File: config.mk
export PLATFORM = sky130hd
export DESIGN_NAME = aes_prng_reseed_ctrl
export DESIGN_NICKNAME = d
export VERILOG_FILES = /design/src/rtl/aes_prng_reseed_ctrl.sv
export SDC_FILE = /design/constraint.sdc
export NUM_CORES = 1
export LEC_CHECK = 0
export BUFFER_PORTS_ARGS = -buffer_cell sky130_fd_sc_hd__buf_4
export CAP_MARGIN = 20
export CELL_PAD_IN_SITES_DETAIL_PLACEMENT = 2
export CELL_PAD_IN_SITES_GLOBAL_PLACEMENT = 2
export CORE_UTILIZATION = 28
export DETAILED_ROUTE_END_ITERATION = 10
export GPL_TIMING_DRIVEN = 1
export PLACE_DENSITY_LB_ADDON = 0.05
export SLEW_MARGIN = 10
export SYNTH_ARGS = -nofsm -noshare
export SYNTH_HDL_FRONTEND = slang
export SYNTH_SLANG_ARGS = --single-unit
File: constraint.sdc
create_clock -name clk_i -period 2 [get_ports clk_i]
set_input_delay 0.4 -clock clk_i [delete_from_list [all_inputs] [get_ports clk_i]]
set_output_delay 0.4 -clock clk_i [all_outputs]
set_load 0.03 [all_outputs]
File: src/rtl/aes_prng_reseed_ctrl.sv
// aes_prng_reseed_ctrl
// Counts completed cipher blocks against the programmed PRNG reseed rate and
// raises a reseed request to the masking-PRNG/entropy interface when the
// limit is reached. While a reseed is pending, new block starts are held
// off. Software-forced reseeds and control-register commits are also handled.
//
// Ports:
//   clk_i, rst_ni       clock, asynchronous active-low reset
//   prng_reseed_rate_i  one-hot rate: 001 PER_1, 010 PER_64, 100 PER_8K
//   manual_operation_i  manual mode: completed blocks are not counted
//   ctrl_qe_i           control register committed, clears the block count
//   force_reseed_i      software-triggered reseed
//   start_i/start_gnt_o block start request and grant
//   block_done_i        one cipher block finished
//   reseed_req_o        reseed request, held until reseed_ack_i
//   block_cnt_o         blocks counted since the last reseed
//   err_o               sticky protocol error
module aes_prng_reseed_ctrl #(
  parameter int unsigned Per64Limit = 64,
  parameter int unsigned Per8kLimit = 8192,
  parameter int unsigned CntWidth   = 13
) (
  input  logic                clk_i,
  input  logic                rst_ni,
  input  logic [2:0]          prng_reseed_rate_i,
  input  logic                manual_operation_i,
  input  logic                ctrl_qe_i,
  input  logic                force_reseed_i,
  input  logic                start_i,
  output logic                start_gnt_o,
  input  logic                block_done_i,
  output logic                reseed_req_o,
  input  logic                reseed_ack_i,
  output logic [CntWidth-1:0] block_cnt_o,
  output logic                err_o
);

  // One extra bit so that a limit of 2**CntWidth is representable.
  localparam int unsigned LimW = CntWidth + 1;

  typedef enum logic [0:0] {
    IDLE = 1'b0,
    REQ  = 1'b1
  } state_e;

  state_e              state_q, state_d;
  logic [CntWidth-1:0] cnt_q, cnt_d;
  logic                busy_q;
  logic                err_q;

  logic [LimW-1:0]     limit;
  logic [LimW-1:0]     cnt_plus1;
  logic                limit_hit;

  // Rate decode; anything that is not a valid one-hot code falls back to PER_1.
  always_comb begin
    limit = LimW'(1);
    unique case (prng_reseed_rate_i)
      3'b010:  limit = LimW'(Per64Limit);
      3'b100:  limit = LimW'(Per8kLimit);
      default: limit = LimW'(1);
    endcase
  end

  assign cnt_plus1 = {1'b0, cnt_q} + LimW'(1);
  assign limit_hit = block_done_i && !manual_operation_i && (cnt_plus1 == limit);

  // State register
  always_ff @(posedge clk_i or negedge rst_ni) begin
    if (!rst_ni) begin
      state_q <= IDLE;
    end else begin
      state_q <= state_d;
    end
  end

  // Next-state logic. A commit coinciding with a limit hit suppresses the
  // automatic request; a forced reseed still goes through.
  always_comb begin
    state_d = state_q;
    case (state_q)
      IDLE: begin
        if (force_reseed_i || (limit_hit && !ctrl_qe_i)) begin
          state_d = REQ;
        end
      end
      REQ: begin
        if (reseed_ack_i) begin
          state_d = IDLE;
        end
      end
      default: state_d = IDLE;
    endcase
  end

  // Output logic
  always_comb begin
    reseed_req_o = (state_q == REQ);
    start_gnt_o  = start_i && (state_q == IDLE);
  end

  // Block counter. It is cleared on every path into REQ, so it is already
  // zero while a request is pending; only a commit can touch it in REQ.
  always_comb begin
    cnt_d = cnt_q;
    if (state_q == IDLE) begin
      if (ctrl_qe_i || force_reseed_i) begin
        cnt_d = '0;
      end else if (block_done_i && !manual_operation_i) begin
        cnt_d = limit_hit ? '0 : cnt_plus1[CntWidth-1:0];
      end
    end else if (ctrl_qe_i) begin
      cnt_d = '0;
    end
  end

  always_ff @(posedge clk_i or negedge rst_ni) begin
    if (!rst_ni) begin
      cnt_q <= '0;
    end else begin
      cnt_q <= cnt_d;
    end
  end

  // Outstanding-block flag: a grant in the same cycle as a completion means
  // a new block has begun, so the grant takes priority.
  always_ff @(posedge clk_i or negedge rst_ni) begin
    if (!rst_ni) begin
      busy_q <= 1'b0;
    end else if (start_gnt_o) begin
      busy_q <= 1'b1;
    end else if (block_done_i) begin
      busy_q <= 1'b0;
    end
  end

  // Sticky error: completion without an outstanding block, or an ack while
  // no request is pending.
  always_ff @(posedge clk_i or negedge rst_ni) begin
    if (!rst_ni) begin
      err_q <= 1'b0;
    end else if ((block_done_i && !busy_q) || (reseed_ack_i && state_q == IDLE)) begin
      err_q <= 1'b1;
    end
  end

  assign block_cnt_o = cnt_q;
  assign err_o       = err_q;

endmodule
==> metrics.md, run 1 <==
| Metric | Value |
|---|---|
| Status | finished, violations left |
| Violated checks | negative setup slack |
| Largest net degree at the start of global routing | 17 |
| Vias post-DR | 1,181 |
| Worst path max stage delay | between 0.4 and 0.5 ns |
| First-pass GRT wire length | 6560 um |
| TritonCTS clock tree | yes |
| WL final | 3880 um |
| Most common cell after layout, fill and taps aside | buf_4 |
| Headroom to the max-slew limit | 0.373 |
| Layout Nets | 188 |
| Worst Setup Slack, final | -0.0570 ns |
| Most frequent cells in the layout | buf_4, o21ai_0, dfrtp_1 |
| CP delay by family, top | compound AO/OA/AOI/OAI gates |
| Final core utilization | 0.427 |
| Pre-Repair DR Iteration Count | 4 |
| Core area | 0.00380 mm^2 |
| Die area | roughly 0.0044 mm^2 |
| Register area share after synthesis | 0.348 |
| Worst slack, placed | -0.136 ns |
| Final Cycle Share | 1.03 |
| ANT cells | 0 |
| Register bit total from synthesis | 16 |
| Initial Utilization | 0.303 |
| Smallest hold slack | 0.423 ns |
| Row count | 22 |
| Peak supply drop | 363 uV |
| Synth Instances | around 130 |
| Reg power frac | 0.468 |
| Dpl cell area | 0.00154 mm^2 |
| Seq. cell area | 407 um^2 |
| Syn_nets | 140 |
| Clk_skew | 0.00674 ns |
| Max Cap Violations | 0 |
| CP startpoint kind | register |
| P_int | 520 uW |
| Initial DRC count | 23 |
| Die width | 66.1 um |
| Unique masters post-synth | between 40 and 50 |
| Crit. End Element | register |
| Post-DP HPWL | about 2800 um |
| CTS Sinks | 16 |
| Max FO, Critical Path | 4 |
| Fraction of layout cells with a size suffix above 1 | 0.423 |
| Unrepaired setup endpoints after global routing | true |
| Vias in the first global route | about 1,300 |
| Die H | 66.1 um |
| Total Power | 716 uW |
| Area grow syn2layout | 40.8% |
| P_leak | 0.000718 uW |
| Main flop type after synthesis | dfrtp_1 |
| Net load switching power | between 150 and 200 uW |
| H-tree Lvls | 1 |
| Syn Area/Cell | 8.99 um^2 |
| Initial antenna violation count | 0 |
| Finished Cell Area | 0.00162 mm^2 |
| Cell Chain, Critical Path | buf_6 > nand4_1 > nor3_4 > or3_4 > a2111oi_4 > o2111ai_2 > a31oi_1 > mux2i_1 |
| Yosys Warn Count | 0 |
| Final hold violations | 0 |
| Fill count | 429 |
| Grt ovf | 0 |
| CP required | between 2 and 2.5 ns |
| Crit path DAT | 2.20 ns |
| Power per cell area | 442 mW/mm^2 |
| Worst min path class | primary input to register |
| Sw frac | 0.273 |
| Final Max Tran Viols | 0 |
| Setup violators final | 2 |
| Peak Freq | roughly 490 MHz |
| All-layer global routing usage | 0.204 |
| Slew at the pin closest to its max-slew limit | 0.938 ns |
| Clock power frac | 0.379 |
| Crit path buffers/inverters | 1 |
| Cts bufs inserted | 3 |
| Crit Path Category | register to register |
| IO Count | 27 |
| Root Driver | clkbuf_8 |
| DRC | 0 |
| Wire per inst | 17.4 um |
| Routability cong. | 0.729 |
| Post-synth EDFFs | 0 |
| Synth Cell Area | around 0.0012 mm^2 |
| Clk Latency, worst-skew pair | about 0.26 ns |
| Post-route minimum period | 2.06 ns |
| Drt via density | 5.30 |
| CP max-delay cell | dfrtp_2 |
| CTS Buffer Depth | 2 |
| Multi-input logic area | 697 um^2 |
| Post-route antenna net violation count | 0 |
| Fraction of registers with async set/reset | 1.00 |
| Combinational power share | 0.153 |
| Worst-path clk slew | 0.07 ns |
| PortBufs | 26 |
-- cell families after synthesis --
family                     Yosys count  share of synthesized area
adders and majority gates            1                     0.0109
and+or+nand+nor                     50                      0.249
DFF                                 16                      0.348
xor gates and xnor gates             9                     0.0685
muxes                                2                     0.0185
AOI/OAI and AO/OA                   36                      0.223
buffers and inverters               14                     0.0826
-- worst register-to-register path: cells and delay by family, from the launching register on --
kind / cells / cell delay [ns]
compound gates: 3 / 0.69
simple gates: 3 / 0.58
flops: 1 / 0.44
buf+inv: 1 / 0.13
mux: 1 / 0.10
-- worst paths after layout --
| path | from | endpoint | slack (ns) | cells after the start |
|---|---|---|---|---|
| worst max-delay path | block_cnt_o[1] | block_cnt_o[6] | -0.06 | 8 |
| worst max register to register | block_cnt_o[1] | block_cnt_o[6] | -0.06 | 8 |
| min in group asynchronous | rst_ni | block_cnt_o[11] | 0.54 | 2 |
| worst min-delay path | block_done_i | busy_q | 0.42 | 3 |
| max in group asynchronous | rst_ni | block_cnt_o[1] | 1.24 | 2 |
| worst min register to register | err_o | err_o | 0.49 | 2 |
-- cell type report --
| cell class | count | area share |
|---|---|---|
| multi-input combinational | 98 | 0.430 |
| sequential | 16 | 0.251 |
| timing repair buffer | 51 | 0.240 |
| tap | 48 | 0.0371 |
| clock buffer | 4 | 0.0278 |
| inverter | 6 | 0.0139 |
-- through the flow --
stage / setup TNS [ns] / instances
floorplan: -0.107 / 128
global route: -0.423 / 223
detailed placement: -0.526 / 217
finish: -0.0874 / 223
CTS: -0.114 / 222
global placement: -0.198 / 217
-- power groups by stage --
stage	sequential (uW)	clock (uW)	combinational [uW]
floorplan	347	0	44.7
global placement	341	0	105
detailed placement	342	0	109
CTS	335	282	110
global route	336	296	120
finish	335	272	109
-- routing by layer --
layer  share of wire  global-route usage
met5               0                   0
met4          0.0080              0.0479
met3           0.029              0.0362
met2            0.51               0.364
met1            0.45               0.252
-- registers in the layout (all words and copies together) (netlist names) --
signal        cells
err_o             1
block_cnt_o      13
busy_q            1
reseed_req_o      1
-- repair_timing --
item / 4_1_cts / 5_1_grt
pin swaps: 7 / 3
hold buffers: 0 / 1
setup endpoints to repair: 3 / 3
hold endpoints to repair: 0 / 14
buffers inserted: 1 / 0
resized for setup: 2 / 3
-- cells in the mapped netlist, types with 2 or more instances --
| library cell | number | share of area |
|---|---|---|
| nand2_1 | 10 | 0.033 |
| and3_1 | 2 | 0.011 |
| a21oi_1 | 5 | 0.022 |
| nand3_1 | 7 | 0.030 |
| buf_6 | 2 | 0.020 |
| dfrtp_1 | 16 | 0.35 |
| a31oi_1 | 3 | 0.016 |
| clkbuf_8 | 2 | 0.024 |
| nor2_1 | 7 | 0.023 |
| inv_1 | 6 | 0.020 |
| nand4_1 | 5 | 0.027 |
| xor2_1 | 5 | 0.038 |
| nand3b_1 | 2 | 0.013 |
| buf_4 | 2 | 0.013 |
| clkbuf_1 | 2 | 0.0065 |
| nor4_1 | 2 | 0.011 |
| o31ai_1 | 2 | 0.013 |
| and4_2 | 2 | 0.017 |
| o21ai_0 | 17 | 0.074 |
| or3_1 | 2 | 0.011 |
| xnor2_1 | 4 | 0.030 |
| nor3_1 | 2 | 0.0087 |
Note: power is estimated with default switching activity, not from simulation.
==> run 2: changes to the inputs <==
--- a/config.mk
+++ b/config.mk
@@ -5,7 +5,7 @@
 export SDC_FILE = /design/constraint.sdc
 export NUM_CORES = 1
 export LEC_CHECK = 0
-export BUFFER_PORTS_ARGS = -buffer_cell sky130_fd_sc_hd__buf_4
+export BUFFER_PORTS_ARGS = -buffer_cell sky130_fd_sc_hd__buf_2
 export CAP_MARGIN = 20
 export CELL_PAD_IN_SITES_DETAIL_PLACEMENT = 2
 export CELL_PAD_IN_SITES_GLOBAL_PLACEMENT = 2
==> run 2 against run 1 <==
Net effect:
- the run still ends with negative setup slack left
- final area down 0.39%
- critical path depth unchanged
- combinational power down 5%
- register-to-register slack worse by 0.05 ns
- final cell count up 1.3%
- largest cell class unchanged
==> metrics.md, run 2 (synthesized netlist as in run 1, its figures left out) <==
| Metric | Value |
|---|---|
| R2r setup slk | -0.11 ns |
| Reg power frac | 0.451 |
| First-pass GRT wire length | between 6000 and 7000 um |
| Status | finished, violations left |
| Cts bufs inserted | 3 |
| Core area | 0.00380 mm^2 |
| Initial DRC count | 29 |
| Worst slack, placed | -0.160 ns |
| Combinational power share | 0.140 |
| CP required | 2.14 ns |
| Post-route minimum period | 2.11 ns |
| Drt via density | ~5.3 |
| Post-DP HPWL | 2760 um |
| ANT cells | 0 |
| Initial Utilization | 0.303 |
| Vias post-DR | approximately 1,200 |
| Peak supply drop | 325 uV |
| Post-route antenna net violation count | 0 |
| Final Max Tran Viols | 0 |
| H-tree Lvls | 1 |
| DRC | 0 |
| IO Count | 27 |
| Max reg flops | 13 |
| Pre-Repair DR Iteration Count | 4 |
| Worst Setup Slack, final | -0.106 ns |
| Crit. End Element | register |
| Most frequent cells in the layout | buf_4, buf_2, o21ai_0 |
| Worst min path class | primary input to async pin |
| R2r endpoint | block_cnt_o[6] |
| Violated checks | negative setup slack |
| Most common cell after layout, fill and taps aside | buf_4 |
| Net load switching power | 195 uW |
| Die width | between 60 and 70 um |
| Initial antenna violation count | 0 |
| # hold bufs at CTS | 0 |
| Row count | 22 |
| Crit Path Category | register to register |
| All-layer global routing usage | 0.193 |
| Dpl cell area | 0.00148 mm^2 |
| Fraction of layout cells with a size suffix above 1 | 0.461 |
| TritonCTS clock tree | yes |
| Crit Reg-Reg Startpoint | block_cnt_o[1] |
| Final hold violations | 0 |
| Worst setup path endpoint | block_cnt_o[6] |
| Layout Nets | 191 |
| Clock power frac | 0.408 |
| Peak Freq | about 470 MHz |
| P_int | 546 uW |
| Setup violators final | 2 |
| Sw frac | 0.263 |
| Die area | 0.00437 mm^2 |
| Power per cell area | 459 mW/mm^2 |
| Grt ovf | 0 |
| CTS Buffer Depth | 2 |
| Final Cycle Share | 1.05 |
| Largest net degree at the start of global routing | 17 |
| PortBufs | 26 |
| Slew at the pin closest to its max-slew limit | 0.610 ns |
| Die H | 66.1 um |
| Clk_skew | 0.00154 ns |
| Root Driver | clkbuf_8 |
| Worst-path clk slew | 0.07 ns |
| Vias in the first global route | about 1,300 |
| FF-to-FF path depth | 8 |
| Max FO, Critical Path | 5 |
| CP startpoint kind | register |
| Crit path DAT | 2.24 ns |
| Wire per inst | between 15 and 20 um |
| Clk Latency, worst-skew pair | 0.25 ns |
| Routability cong. | 0.706 |
| WL final | 3890 um |
| Unrepaired setup endpoints after global routing | true |
| P_leak | 0.000735 uW |
| CTS Sinks | 16 |
| Area grow syn2layout | 40.2% |
| Max Cap Violations | 0 |
| Finished Cell Area | around 0.0016 mm^2 |
| Headroom to the max-slew limit | 0.593 |
| Worst Setup SP | block_cnt_o[1] |
run 2: changes by cell type in the layout (fill, tap and decap cells not counted), sizes merged:
cell         change
buf              +4
dlygate4sd3      -1
run 2: routing by layer:
| metal | part of all wire | routed length, um | GRT usage | up-vias |
|---|---|---|---|---|
| met3 | 0.024 | 94 | 0.0379 | 2 |
| met5 | 0 | 0 | 0 | - |
| met1 | 0.44 | 1730 | 0.228 | 593 |
| met2 | 0.53 | 2050 | 0.351 | 18 |
| li1 | - | - | - | 577 |
| met4 | 0.0049 | 19 | 0.0505 | 0 |
run 2: final cells by class:
class	instances	area, um^2
clock buffer	4	55.1
fill	429	2180
inverter	6	22.5
multi-input combinational	98	729
sequential	16	407
tap	48	60.1
timing repair buffer	54	340
run 2: what timing repair did:
item                                    CTS  global route
endpoints found under the setup margin    3             4
pin swaps                                 6             2
buffers inserted                          3             2
resized for setup                         5             4
cloned                                    0             0
hold endpoints to repair                  0             0
run 2: worst min path at each step:
stage | slack [ns] | endpoint | cells after the start
6_report | 0.07 | block_cnt_o[7] | 1
4_1_cts | 0.08 | block_cnt_o[11] | 1
2_1_floorplan | 0.10 | block_cnt_o[0] | 0
3_5_place_dp | 0.36 | block_cnt_o[12] | 1
5_1_grt | 0.08 | block_cnt_o[11] | 1
3_3_place_gp | 0.35 | block_cnt_o[7] | 1
run 2: per-stage QoR:
step,cells,total power [uW],util,setup TNS [ns],hold slack [ns]
finish,226,741,0.425,-0.191,0.0657
global route,226,772,0.425,-0.420,0.0778
CTS,224,748,0.417,-0.222,0.0816
detailed placement,217,440,0.389,-0.773,0.357
global placement,217,437,0.389,-0.186,0.351
floorplan,128,392,-,-0.107,0.104
run 2: worst max-delay path: stages, from the launching register on:
cell	delay [ns]
dfrtp_2	0.44
ha_4	0.19
and4_4	0.21
a2111oi_4	0.33
o21ai_1	0.14
a21oi_2	0.18
o2111ai_4	0.19
a31oi_1	0.20
mux2i_1	0.10
run 2: power groups by stage:
stage / Clock [uW] / Sequential, uW / Combinational [uW]
global route: 321 / 336 / 114
detailed placement: 0 / 341 / 98.8
floorplan: 0 / 347 / 44.7
finish: 303 / 335 / 104
CTS: 309 / 335 / 105
global placement: 0 / 341 / 95.5
==> run 3: changes to the inputs <==
--- a/config.mk
+++ b/config.mk
@@ -7,9 +7,8 @@
 export LEC_CHECK = 0
 export BUFFER_PORTS_ARGS = -buffer_cell sky130_fd_sc_hd__buf_2
 export CAP_MARGIN = 20
-export CELL_PAD_IN_SITES_DETAIL_PLACEMENT = 2
-export CELL_PAD_IN_SITES_GLOBAL_PLACEMENT = 2
-export CORE_UTILIZATION = 28
+export CORE_MARGIN = 10
+export CORE_UTILIZATION = 45
 export DETAILED_ROUTE_END_ITERATION = 10
 export GPL_TIMING_DRIVEN = 1
 export PLACE_DENSITY_LB_ADDON = 0.05
==> run 3 against run 2 <==
Net effect:
- the run now ends clean
- power shrank 12%
- first-iteration DRC count is 93% higher
- clock power fell by 27%
- final cell count is 9.3% lower
- final area decreased by 6.2%
- utilization is 19 points higher
- maximum frequency is 5.8% higher
- die area grew 14%
- sequential share of layout area up 1.6 points
- non-clock buffer count shrank 3
- via count decreased by 4.9%
- sequential cell count did not move
- critical path type unchanged
- critical endpoint is now reseed_req_o
- largest cell class unchanged
- highest routed layer unchanged
==> metrics.md, run 3 (synthesized netlist as in run 1, its figures left out) <==
| Metric | Value |
|---|---|
| Clk Latency, worst-skew pair | 0.30 ns |
| CTS Sinks | 16 |
| P_int | 478 uW |
| Die width | approximately 71 um |
| Most frequent cells in the layout | buf_2, buf_4, o21ai_0 |
| Final core utilization | 0.617 |
| Cts bufs inserted | 3 |
| Reg power frac | 0.515 |
| Post-route antenna net violation count | 0 |
| Die H | 70.6 um |
| PortBufs | 26 |
| Headroom to the max-slew limit | 0.432 |
| FF-to-FF path depth | 7 |
| Worst Setup Slack, final | 0.00999 ns |
| Root Driver | clkbuf_4 |
| Final hold violations | 0 |
| Grt ovf | 0 |
| Slew at the pin closest to its max-slew limit | 0.849 ns |
| CTS Buffer Depth | 2 |
| Crit path DAT | 2.17 ns |
| CP startpoint kind | register |
| Multi-input logic area | 689 um^2 |
| Clk_skew | around 0.011 ns |
| All-layer global routing usage | 0.124 |
| Worst-path clk slew | approximately 0.10 ns |
| Max Cap Violations | 0 |
| IO Count | 27 |
| Vias post-DR | 1,132 |
| Crit Path Category | register to register |
| Layout Nets | 188 |
| Core area | 0.00245 mm^2 |
| Final Max Tran Viols | 0 |
| Crit. End Element | register |
| Routability cong. | 0.746 |
| Initial Utilization | 0.469 |
| Max reg flops | 13 |
| Setup violators final | 0 |
| Worst slack, placed | -0.137 ns |
| Vias in the first global route | 1,175 |
| Clock power frac | 0.339 |
| Initial antenna violation count | 0 |
| Largest net degree at the start of global routing | 17 |
| Most common cell after layout, fill and taps aside | buf_2 |
| Final Cycle Share | 0.995 |
| TritonCTS clock tree | yes |
| H-tree Lvls | 1 |
| Crit Reg-Reg Startpoint | block_cnt_o[0] |
| Power per cell area | 429 mW/mm^2 |
| Fraction of layout cells with a size suffix above 1 | 0.423 |
| Post-DP HPWL | 2360 um |
| ANT cells | 0 |
| Drt via density | 5.52 |
| Peak Freq | 503 MHz |
| WL final | 3040 um |
| Die area | about 0.0050 mm^2 |
| Worst min path class | primary input to async pin |
| Pre-Repair DR Iteration Count | 5 |
| # hold bufs at CTS | 0 |
| Unrepaired setup endpoints after global routing | true |
| CP required | about 2.2 ns |
| R2r endpoint | reseed_req_o |
| DRC | 0 |
| Initial DRC count | 56 |
| Net load switching power | 171 uW |
| Fill count | between 200 and 250 |
| First-pass GRT wire length | 5280 um |
| Row count | 18 |
| Sw frac | 0.264 |
| P_leak | 0.000709 uW |
| Combinational power share | 0.146 |
| R2r setup slk | roughly 0.01 ns |
| Wire per inst | 14.8 um |
| Max FO, Critical Path | 5 |
| Peak supply drop | 431 uV |
| Post-route minimum period | ~2 ns |
| Area grow syn2layout | 31.5% |
| Smallest hold slack | 0.000324 ns |
| Seq. cell area | 405 um^2 |
| Status | complete, no violations |
run 3: final cells by class:
cell class / count / share of cell area
inverters: 6 / 0.0149
flip-flops and latches: 16 / 0.268
clock buffers: 4 / 0.0240
repair buffers: 51 / 0.213
well taps: 30 / 0.0248
multi-input cells: 98 / 0.455
run 3: routing by layer:
layer,vias up,global-route usage,share of wire
li1,566,-,-
met3,2,0.0404,0.049
met5,-,0,0
met2,23,0.228,0.50
met1,541,0.136,0.45
met4,0,0.0215,0.0026
run 3: timing repair:
action,in CTS,in global routing
resized for setup,0,2
setup buffers,1,2
pin swaps,6,1
endpoints found under the setup margin,2,3
run 3: stage by stage:
stage / cells / power (uW) / TNS, ns / cell area [um^2]
3_5_place_dp: 198 / 437 / -0.280 / 1450
5_1_grt: 205 / 685 / -0.204 / 1510
3_3_place_gp: 198 / 433 / -0.0915 / 1450
2_1_floorplan: 128 / 392 / -0.107 / 1190
4_1_cts: 203 / 661 / -0.0231 / 1490
6_report: 205 / 650 / 0 / 1510
run 3: worst max-delay path by stage:
stage / from / end
after floorplan: block_cnt_o[0] / reseed_req_o
after global placement: prng_reseed_rate_i[1] / block_cnt_o[6]
after detailed placement: prng_reseed_rate_i[1] / block_cnt_o[6]
after CTS: block_cnt_o[0] / block_cnt_o[6]
after global routing: block_cnt_o[3] / block_cnt_o[6]
final: block_cnt_o[0] / reseed_req_o
run 3: power groups by stage:
stage               clock (uW)  sequential (uW)  combinational (uW)
finish                     220              335                94.8
global route               244              336                 105
CTS                        230              335                96.3
detailed placement           0              341                95.7
global placement             0              341                92.4
floorplan                    0              347                44.7
run 3: critical path: stages (launching register included):
cell       delay (ns)
dfrtp_2          0.46
ha_4             0.19
and4_4           0.21
a2111oi_4        0.32
nor4_1           0.11
o2111ai_2        0.28
o21ai_2          0.07
mux2_2           0.25
